--- src/rtl/bp_btb_tagged.sv ---
`default_nettype none
// ============================================================================
// Module      : bp_btb_tagged
// Description : Tagged branch target buffer with saturating direction
//               counters. IF gets a zero-latency prediction. ID reports the
//               resolved outcome plus the prediction that travelled with the
//               instruction, and the block returns a flush and redirect PC.
//               After reset a sweep clears every valid bit before the table
//               starts predicting.
// Ports       :
//   clk_i, rst_n_i          clock, synchronous active-low reset
//   if_pc_i                 fetch PC
//   if_pred_taken_o         predicted taken
//   if_pred_target_o        predicted target (0 on miss)
//   id_valid_i .. id_pred_target_i  resolved instruction from ID
//   id_flush_o              mispredict, redirect fetch
//   id_flush_pc_o           redirect PC
//   init_busy_o             table clear sweep in progress
//   perf_lookup_o           resolved jumps seen (saturating)
//   perf_mispred_o          flushes issued (saturating)
// Revision    : 1.0 - initial release
// ============================================================================
module bp_btb_tagged #(
  parameter int XLEN   = 32,
  parameter int IDX_W  = 6,
  parameter int TAG_W  = 8,
  parameter int CTR_W  = 2,
  parameter int PERF_W = 32
) (
  input  logic              clk_i,
  input  logic              rst_n_i,
  input  logic [XLEN-1:0]   if_pc_i,
  output logic              if_pred_taken_o,
  output logic [XLEN-1:0]   if_pred_target_o,
  input  logic              id_valid_i,
  input  logic [XLEN-1:0]   id_pc_i,
  input  logic              id_is_jump_i,
  input  logic              id_taken_i,
  input  logic [XLEN-1:0]   id_target_i,
  input  logic              id_pred_taken_i,
  input  logic [XLEN-1:0]   id_pred_target_i,
  output logic              id_flush_o,
  output logic [XLEN-1:0]   id_flush_pc_o,
  output logic              init_busy_o,
  output logic [PERF_W-1:0] perf_lookup_o,
  output logic [PERF_W-1:0] perf_mispred_o
);

  localparam int               c_ENTRIES  = 1 << IDX_W;
  localparam logic [CTR_W-1:0] c_CTR_MAX  = '1;
  localparam logic [CTR_W-1:0] c_CTR_WEAK = {1'b1, {(CTR_W-1){1'b0}}};

  typedef enum logic [0:0] {
    ST_INIT = 1'b0,
    ST_RUN  = 1'b1
  } state_t;

  // Table storage. Only the valid bits are ever cleared; the payload fields
  // are meaningless until an allocation sets the matching valid bit.
  logic [c_ENTRIES-1:0] r_valid;
  logic [TAG_W-1:0]     r_tag    [c_ENTRIES];
  logic [CTR_W-1:0]     r_ctr    [c_ENTRIES];
  logic [XLEN-1:0]      r_target [c_ENTRIES];

  state_t               r_state;
  state_t               w_state_nxt;
  logic [IDX_W-1:0]     r_ptr;
  logic [IDX_W-1:0]     w_ptr_nxt;
  logic                 r_squash;
  logic [PERF_W-1:0]    r_perf_lookup;
  logic [PERF_W-1:0]    r_perf_mispred;

  logic [IDX_W-1:0]     w_if_idx;
  logic [TAG_W-1:0]     w_if_tag;
  logic                 w_if_hit;
  logic [IDX_W-1:0]     w_id_idx;
  logic [TAG_W-1:0]     w_id_tag;
  logic                 w_id_hit;
  logic [CTR_W-1:0]     w_id_ctr;
  logic                 w_busy;
  logic                 w_ev;
  logic                 w_flush;
  logic                 w_upd;

  // Only the index and tag slices of the PCs feed the table lookups.
  logic                 w_unused_pc_bits;
  assign w_unused_pc_bits = ^{if_pc_i, id_pc_i};

  // --------------------------------------------------------------------------
  // Lookups (IF port and ID port)
  // --------------------------------------------------------------------------
  assign w_if_idx = if_pc_i[IDX_W+1:2];
  assign w_if_tag = if_pc_i[IDX_W+TAG_W+1:IDX_W+2];
  assign w_if_hit = r_valid[w_if_idx] && (r_tag[w_if_idx] == w_if_tag);

  assign w_id_idx = id_pc_i[IDX_W+1:2];
  assign w_id_tag = id_pc_i[IDX_W+TAG_W+1:IDX_W+2];
  assign w_id_hit = r_valid[w_id_idx] && (r_tag[w_id_idx] == w_id_tag);
  assign w_id_ctr = r_ctr[w_id_idx];

  assign w_busy           = (r_state == ST_INIT);
  assign init_busy_o      = w_busy;
  assign if_pred_taken_o  = w_if_hit && r_ctr[w_if_idx][CTR_W-1] && !w_busy;
  assign if_pred_target_o = w_if_hit ? r_target[w_if_idx] : '0;

  // --------------------------------------------------------------------------
  // Resolution: the slot right after a flush holds a wrong-path instruction.
  // --------------------------------------------------------------------------
  assign w_ev = id_valid_i && !r_squash;

  always_comb begin
    w_flush = 1'b0;
    if (w_ev) begin
      if (id_is_jump_i) begin
        w_flush = (id_pred_taken_i != id_taken_i) ||
                  (id_taken_i && id_pred_taken_i &&
                   (id_pred_target_i != id_target_i));
      end else begin
        w_flush = id_pred_taken_i;
      end
    end
  end

  assign id_flush_o    = w_flush;
  assign id_flush_pc_o = (id_is_jump_i && id_taken_i) ? id_target_i
                                                      : id_pc_i + XLEN'(4);
  assign w_upd         = w_ev && !w_busy;

  // --------------------------------------------------------------------------
  // Init sweep FSM
  // --------------------------------------------------------------------------
  always_ff @(posedge clk_i) begin
    if (!rst_n_i) begin
      r_state <= ST_INIT;
      r_ptr   <= '0;
    end else begin
      r_state <= w_state_nxt;
      r_ptr   <= w_ptr_nxt;
    end
  end

  always_comb begin
    w_state_nxt = r_state;
    w_ptr_nxt   = r_ptr;
    case (r_state)
      ST_INIT: begin
        w_ptr_nxt = r_ptr + IDX_W'(1);
        if (r_ptr == '1) begin
          w_state_nxt = ST_RUN;
        end
      end
      default: begin
        w_state_nxt = ST_RUN;
      end
    endcase
  end

  // --------------------------------------------------------------------------
  // Table write. Sweep and update never overlap because updates wait for RUN.
  // --------------------------------------------------------------------------
  always_ff @(posedge clk_i) begin
    if (rst_n_i) begin
      if (w_busy) begin
        r_valid[r_ptr] <= 1'b0;
      end else if (w_upd) begin
        if (id_is_jump_i) begin
          if (id_taken_i) begin
            // Hit strengthens; miss (re)allocates over whatever was there.
            r_valid[w_id_idx]  <= 1'b1;
            r_tag[w_id_idx]    <= w_id_tag;
            r_target[w_id_idx] <= id_target_i;
            if (!w_id_hit) begin
              r_ctr[w_id_idx] <= c_CTR_WEAK;
            end else if (w_id_ctr != c_CTR_MAX) begin
              r_ctr[w_id_idx] <= w_id_ctr + CTR_W'(1);
            end
          end else if (w_id_hit && (w_id_ctr != '0)) begin
            r_ctr[w_id_idx] <= w_id_ctr - CTR_W'(1);
          end
        end else if (w_id_hit) begin
          // A non-jump matching an entry means an alias: evict it.
          r_valid[w_id_idx] <= 1'b0;
        end
      end
    end
  end

  // --------------------------------------------------------------------------
  // Squash flag and saturating performance counters
  // --------------------------------------------------------------------------
  always_ff @(posedge clk_i) begin
    if (!rst_n_i) begin
      r_squash       <= 1'b0;
      r_perf_lookup  <= '0;
      r_perf_mispred <= '0;
    end else begin
      r_squash <= w_flush;
      if (w_ev && id_is_jump_i && (r_perf_lookup != '1)) begin
        r_perf_lookup <= r_perf_lookup + PERF_W'(1);
      end
      if (w_flush && (r_perf_mispred != '1)) begin
        r_perf_mispred <= r_perf_mispred + PERF_W'(1);
      end
    end
  end

  assign perf_lookup_o  = r_perf_lookup;
  assign perf_mispred_o = r_perf_mispred;

endmodule
`default_nettype wire

--- config.mk ---
export PLATFORM = sky130hd
export DESIGN_NAME = bp_btb_tagged
export DESIGN_NICKNAME = d
export VERILOG_FILES = /design/src/rtl/bp_btb_tagged.sv
export SDC_FILE = /design/constraint.sdc
export NUM_CORES = 2
export LEC_CHECK = 0
export BUFFER_PORTS_ARGS = -buffer_cell sky130_fd_sc_hd__buf_2
export CORE_MARGIN = 4
export CORE_UTILIZATION = 55
export CTS_BUF_LIST = sky130_fd_sc_hd__clkbuf_8
export DETAILED_ROUTE_END_ITERATION = 8
export MAX_ROUTING_LAYER = met4
export PLACE_DENSITY = 0.71
export RECOVER_POWER = 25
export SLEW_MARGIN = 40
export SYNTH_ARGS = -nofsm -noshare
export SYNTH_HDL_FRONTEND = slang
export SYNTH_SLANG_ARGS = --single-unit
--- constraint.sdc ---
create_clock -name clk_i -period 12.4 [get_ports clk_i]
set_clock_uncertainty 0.15 [all_clocks]
set_input_delay 1.86 -clock clk_i [delete_from_list [all_inputs] [get_ports clk_i]]
set_output_delay 1.86 -clock clk_i [all_outputs]
set_load 0.01 [all_outputs]
======== Yosys cells after proc, flatten, opt, wreduce, memory -nomap -nowiden ========
Memory sizes are Yosys's and may differ from the RTL's.
Index checks and enable logic that the tools add are counted.
storage, ports and cells
  flip-flop bits (word level) ............. 136
  bits in writable memories ............... 2688
  word-level logic and storage cells ...... 107
  memories kept ........................... 3
cells by class
  add/subtract/negate cells ............... 6
  magnitude comparators ................... 5
  eq/ne operators ......................... 11
  mux-type cells .......................... 49
  bitwise operators ....................... 8
  reduce and logical (&&, ||, !) cells .... 19
memories
  memory    depth  width  rd ports  clocked after memory_dff  wr ports  line  RTL
  r_target  64     32     1         0                         1         63    logic [XLEN-1:0] r_target [c_ENTRIES];
  r_tag     64     8      2         0                         1         61    logic [TAG_W-1:0] r_tag [c_ENTRIES];
  r_ctr     64     2      2         0                         1         62    logic [CTR_W-1:0] r_ctr [c_ENTRIES];
operators with widths
  operator                 count
  $mux W64                 5
  $and A64 B64 Y64         2
  $not A64 Y64             2
  $add A32 B1 Y32 const B  2
  $mux W32                 2
  $ne A32 B32 Y1 const B   2
  $or A64 B64 Y64          1
  $mux W1                  36
  $add A32 B3 Y32 const B  1
  $ne A32 B32 Y1           1
  $lt A6 B7 Y1 const B     3
  $eq A8 B8 Y1             2
  $logic_and A1 B1 Y1      15
  $bmux W1 S6              2
  $demux W1 S6             2
  $ge A6 B1 Y1 const B     2
  $add A6 B1 Y6 const B    1
  $eq A6 B6 Y1 const B     1
  $mux W2                  2
  $reduce_and A4 Y1        1
  $ne A3 B2 Y1 const B     1
  $ne A3 B3 Y1 const B     1
  $add A2 B1 Y2 const B    1
  $ne A2 B1 Y1 const B     1
  other kinds (8)          9

======== Depth between registers and ports, before layout ========
  depth in word-level cells ............... 12
  gate-level depth with buffers ........... 25
  mapped depth without buffers ............ 15

======== Worst setup path after synthesis ========
Ideal clock, no wire load.
  kind .................................... input to register
  start ................................... input port id_pc_i[3]
  end ..................................... memory r_ctr[0][0], data pin
  setup time .............................. 500 ps
  data arrival time ....................... 7090 ps
  setup slack ............................. 4660 ps
  cell stages on the path ................. 22
  path buffers ............................ 9
  path through ............................ buf_2 > buf_6 > buf_4 > buf_2 > buf_2 > buf_2 > buf_2 > buf_2 > mux2_2 > a221o_1 > o21ai_0 > a21oi_1 > nor4_1 > o211a_1 > inv_1 > ha_1 > mux2i_1 > nand4_1 > inv_1 > nand3_2 > clkbuf_1 > nor2_1
on the way
  longest elaborated chain between the ends .. 12
  elaborated cells between the ends (all ways) .. 28
  those cells by class .................... add/sub (2); eq/ne (2); mux (19); reduce/logical (3); memory (2)
ends and longest elaborated chain
  element                                                     line      RTL
  start, declared                                             36        input logic [XLEN-1:0] id_pc_i,
  $mem_v2 Z64 W8, or another cell as far along                --
  $eq A8 B8 Y1, or another cell as far along                  98        assign w_id_hit = r_valid[w_id_idx] && (r_tag[w_id_idx] == w_id_tag);
  $logic_and A1 B1 Y1 / $mux W1 (equally long branches)       98, 174
  $mux W1 / $logic_and A1 B1 Y1 (equally long branches)       172, 177
  $mux W1 (on tied branches)                                  167, 177
  $mux W1 (on tied branches)                                  166, 167
  $mux W1 (on tied branches)                                  165, 166
  $mux W1 (on tied branches)                                  163, 165
  $mux W1 (on tied branches)                                  162, 163
  $mux W1 (on tied branches)                                  175, 162
  $mux W2 (no source line) / $mux W1 (equally long branches)  --
  $mux W2 (no source line) (*)                                --
  end, declared                                               62
Every way passes the cells marked *; elsewhere a longest branch is shown, timed or not. The select of a mux whose other input is x is not followed.

======== Worst setup path in the final report ========
  start ................................... input port if_pc_i[4]
  end ..................................... output port if_pred_target_o[6]
on the way
  longest elaborated chain between the ends .. 4
  elaborated cells between the ends (all ways) .. 7
  those cells by class .................... eq/ne (1); mux (3); reduce/logical (1); memory (2)
ends and longest elaborated chain
  element                                               line  RTL
  start, declared                                       32    input logic [XLEN-1:0] if_pc_i,
  $mem_v2 Z64 W8 / $bmux W1 S6 (equally long branches)  --
  $eq A8 B8 Y1 / $mux W1 (equally long branches)        94    assign w_if_hit = r_valid[w_if_idx] && (r_tag[w_if_idx] == w_if_tag);
  $logic_and A1 B1 Y1                                   94
  $mux W32 (*)                                          104   assign if_pred_target_o = w_if_hit ? r_target[w_if_idx] : '0;
  end, declared                                         34    output logic [XLEN-1:0] if_pred_target_o,
Marks and branches as above.

==> flow_metrics.env <==
export IMPL_fp_dieH_um=470
export IMPL_multiInputGateArea_sq_um=32300
export IMPL_clk_pin_slew_ns=0.06
export IMPL_gp_congestion=0.949
export IMPL_cts_resized_gates=0
export IMPL_cp_common_cell="mux4_2"
export IMPL_io_buffers=246
export IMPL_viasPerCell=7.01
export IMPL_irDropWorstVdd_uv=146
export IMPL_synthArstFlopShare=0
export IMPL_busiest_layer="met2"
export IMPL_final_cells=9641
export IMPL_report_final_slew_viol_count=1595
export IMPL_syn_avg_cell_area_sq_um=19.7
export IMPL_core_area_sq_um=212000
export IMPL_seq_area_sq_um=84100
export IMPL_max_slew_margin_rel=-1.29
export IMPL_htreeDepth=5
export IMPL_grt_setup_unrepaired="false"
export IMPL_critical_path_class="in -> out"
export IMPL_cp_max_fo=52
export IMPL_area_delta_synth_final_pct=11.8
export IMPL_fmax_mhz=109
export IMPL_gr_total_overflow=0
export IMPL_cts_hold_buf=0
export IMPL_grt_usage=0.334
export IMPL_nFillCells=14700
export IMPL_drt_total_wl_um=362000
export IMPL_worst_slew_pin_slew_ns=3.44
export IMPL_slowest_stage="buf_4"
export IMPL_rows=169
export IMPL_outcome="complete, but fails checks"
export IMPL_cp_cell_sequence="buf_8, buf_4, mux4_2, mux4_2, mux4_2, xnor2_1, nand2_1, nor4_4, buf_4, nand2_1, a211oi_1, buf_2"
export IMPL_hold_viol=0
export IMPL_cp_start_kind="input pin"
export IMPL_ioPinCount=265
export IMPL_synth_edf_count=2752
export IMPL_grt_max_degree=91
export IMPL_synth_nets=6099
export IMPL_wl_per_cell_um=37.5
export IMPL_final_area_sq_um=131000
export IMPL_num_vias=67600
export IMPL_cts_buffers=450
export IMPL_clkSinkCount=2824
export IMPL_post_route_min_period_ns=9.20
export IMPL_start_util=0.554
export IMPL_synth_warnings=0
export IMPL_cpPeakStageDelay_ns=0.71
export IMPL_cts_root_buf="clkbuf_8"
export IMPL_fin_hold_ws_ns=0.347
export IMPL_antenna_found_initial=11
export IMPL_use_met3=0.0899
export IMPL_drt_iter0_drc=11500
export IMPL_drc=5
export IMPL_fin_nets=6631
export IMPL_path_buf_inv=4
export IMPL_cts_tree="done"
export IMPL_use_met2=0.492
export IMPL_grt_pass1_wl_um=502000
export IMPL_synthCells=5958
export IMPL_dieArea_sq_um=221000
export IMPL_worstSetupEndpointType="output pin"
export IMPL_place_area_sq_um=124000
export IMPL_critPathRequiredTime_ns=10.39
export IMPL_cp_arrival_ns=7.19
export IMPL_dp_cells=8856
export IMPL_first_global_vias=65400
export IMPL_fin_crit_sh=0.742
export IMPL_cts_setup_buffers=0
export IMPL_netlist_area_sq_um=118000
export IMPL_drv_cap=28
export IMPL_setup_viol=0
export IMPL_cts_buffer_depth=4
export IMPL_grt_use_met1=0.439
export IMPL_violations="DRC, capacitance limit, slew limit"
export IMPL_synth_distinct_cells=70
export IMPL_cp_top_family="buffers and inverters"
export IMPL_setup_tns_ns=0
export IMPL_first_pass_iters=9
export IMPL_fp_dieW_um=470
export IMPL_final_antenna_net_count=0
export IMPL_powerDensity_nw_per_um2=143
export IMPL_synth_seq_cells=2824
export IMPL_insertion_delay_ns=1.12
export IMPL_p_leak_nw=42.6
export IMPL_synth_flop_cell="edfxtp_1"
export IMPL_ys_seq_area_frac=0.715
export IMPL_min_path_type="reg -> reg"
export IMPL_drive_above_1_share=0.297
export IMPL_dpl_hpwl_um=204000
-- final timing paths --
| check | to | start | cells after the start | slack (ns) |
|---|---|---|---|---|
| max reg2reg | r_ctr[54][0] | r_ctr[55][0] | 14 | 7.47 |
| min reg2reg | perf_mispred_o[26] | perf_mispred_o[26] | 2 | 0.35 |
| min | perf_mispred_o[26] | perf_mispred_o[26] | 2 | 0.35 |
| max | if_pred_target_o[6] | if_pc_i[4] | 12 | 3.20 |
-- where the power goes --
part	total [mW]	switching (mW)	leakage (nW)	internal [mW]
Sequential	10.5	0.0175	25.7	10.5
Clock	7.16	3.57	4.51	3.59
Combinational	1.17	0.717	12.4	0.451
-- synth_stat cells, types with 7 or more instances --
library cell	number	area (sq um)
edfxtp_1	2752	82600
mux4_2	898	20200
nand2_1	321	1200
clkbuf_1	253	950
nor2_1	177	664
o21ai_0	149	746
mux2i_1	136	1360
a21oi_1	107	536
buf_2	101	505
o22ai_1	87	544
xnor2_1	73	639
dfxtp_1	72	1440
nand3_1	64	320
a22oi_1	58	435
and2_1	55	344
a221oi_1	53	464
and3_1	49	307
xor2_1	46	403
mux2_2	43	484
nand4_1	41	257
buf_1	35	131
a221o_1	27	270
a22o_1	27	236
inv_1	27	101
nor3_1	27	135
nor2b_1	25	156
a211oi_1	21	158
a21boi_0	18	135
nand2b_1	18	113
buf_4	15	113
nor4_1	15	93.8
nor3b_1	14	105
or3_1	14	87.6
and3b_1	13	114
a31oi_1	10	62.6
and4_1	10	87.6
mux2_1	9	101
o211ai_1	9	67.6
ha_1	7	87.6
-- cell usage in the layout (no fill, tap or decap), types with 58 or more instances in the layout --
master    instances
a21oi_1         107
edfxtp_1       2752
o22ai_1          87
nand2_1         318
mux2i_1         136
buf_4           144
buf_2           220
mux4_2          898
clkbuf_8        455
o21ai_0         148
nor2_1          108
inv_1           165
clkinv_1        107
xnor2_1          72
dfxtp_1          71
nor2_4           65
nand3_1          64
a22oi_1          58
-- cell type report --
| type | count | area share |
|---|---|---|
| inverters | 29 | 0.000828 |
| clock inverters | 314 | 0.0119 |
| multi-input cells | 2699 | 0.246 |
| clock buffers | 455 | 0.0476 |
| flip-flops and latches | 2824 | 0.640 |
| repair buffers | 486 | 0.0272 |
| well taps | 2821 | 0.0268 |
| diodes | 13 | 0.000247 |
-- flip-flops by register name, summed over array words and instances (netlist names), named ones only --
| register | cells |
|---|---|
| r_state | 1 |
| r_tag | 512 |
| r_squash | 1 |
| r_target | 2048 |
| r_ptr | 6 |
| perf_mispred_o | 32 |
| perf_lookup_o | 32 |
| r_ctr | 128 |
-- cells by family (layout without fill, tap and decap cells) --
family,after synthesis,in the layout,synth area share
other cells,0,13,0
flops,2824,2824,0.715
buf+inv,435,1284,0.0156
mux,1086,1086,0.189
compound gates,622,622,0.0353
simple gates,865,865,0.0358
xor+xnor,119,119,0.00887
fa+ha+maj,7,7,0.000745
-- layer usage --
layer,share of wire,wire length (um)
met2,0.46,166000
met5,0,0
met1,0.35,126000
met4,0.057,20500
met3,0.13,48200
-- worst min-delay path: cells and delay by family (launching register included) --
| kind | cells | cell delay, ns |
|---|---|---|
| multiplexers | 1 | 0.05 |
| flip-flops | 1 | 0.33 |
| AND/OR/NAND/NOR | 1 | 0.06 |
-- stage by stage --
step,total power [mW],util,worst slack [ns]
global route,19.4,0.619,3.11
floorplan,11.4,-,4.66
global placement,11.8,0.579,3.02
detailed placement,11.8,0.582,3.11
CTS,18.9,0.619,3.11
finish,18.8,0.619,3.20
(Power assumes the default switching activity.)
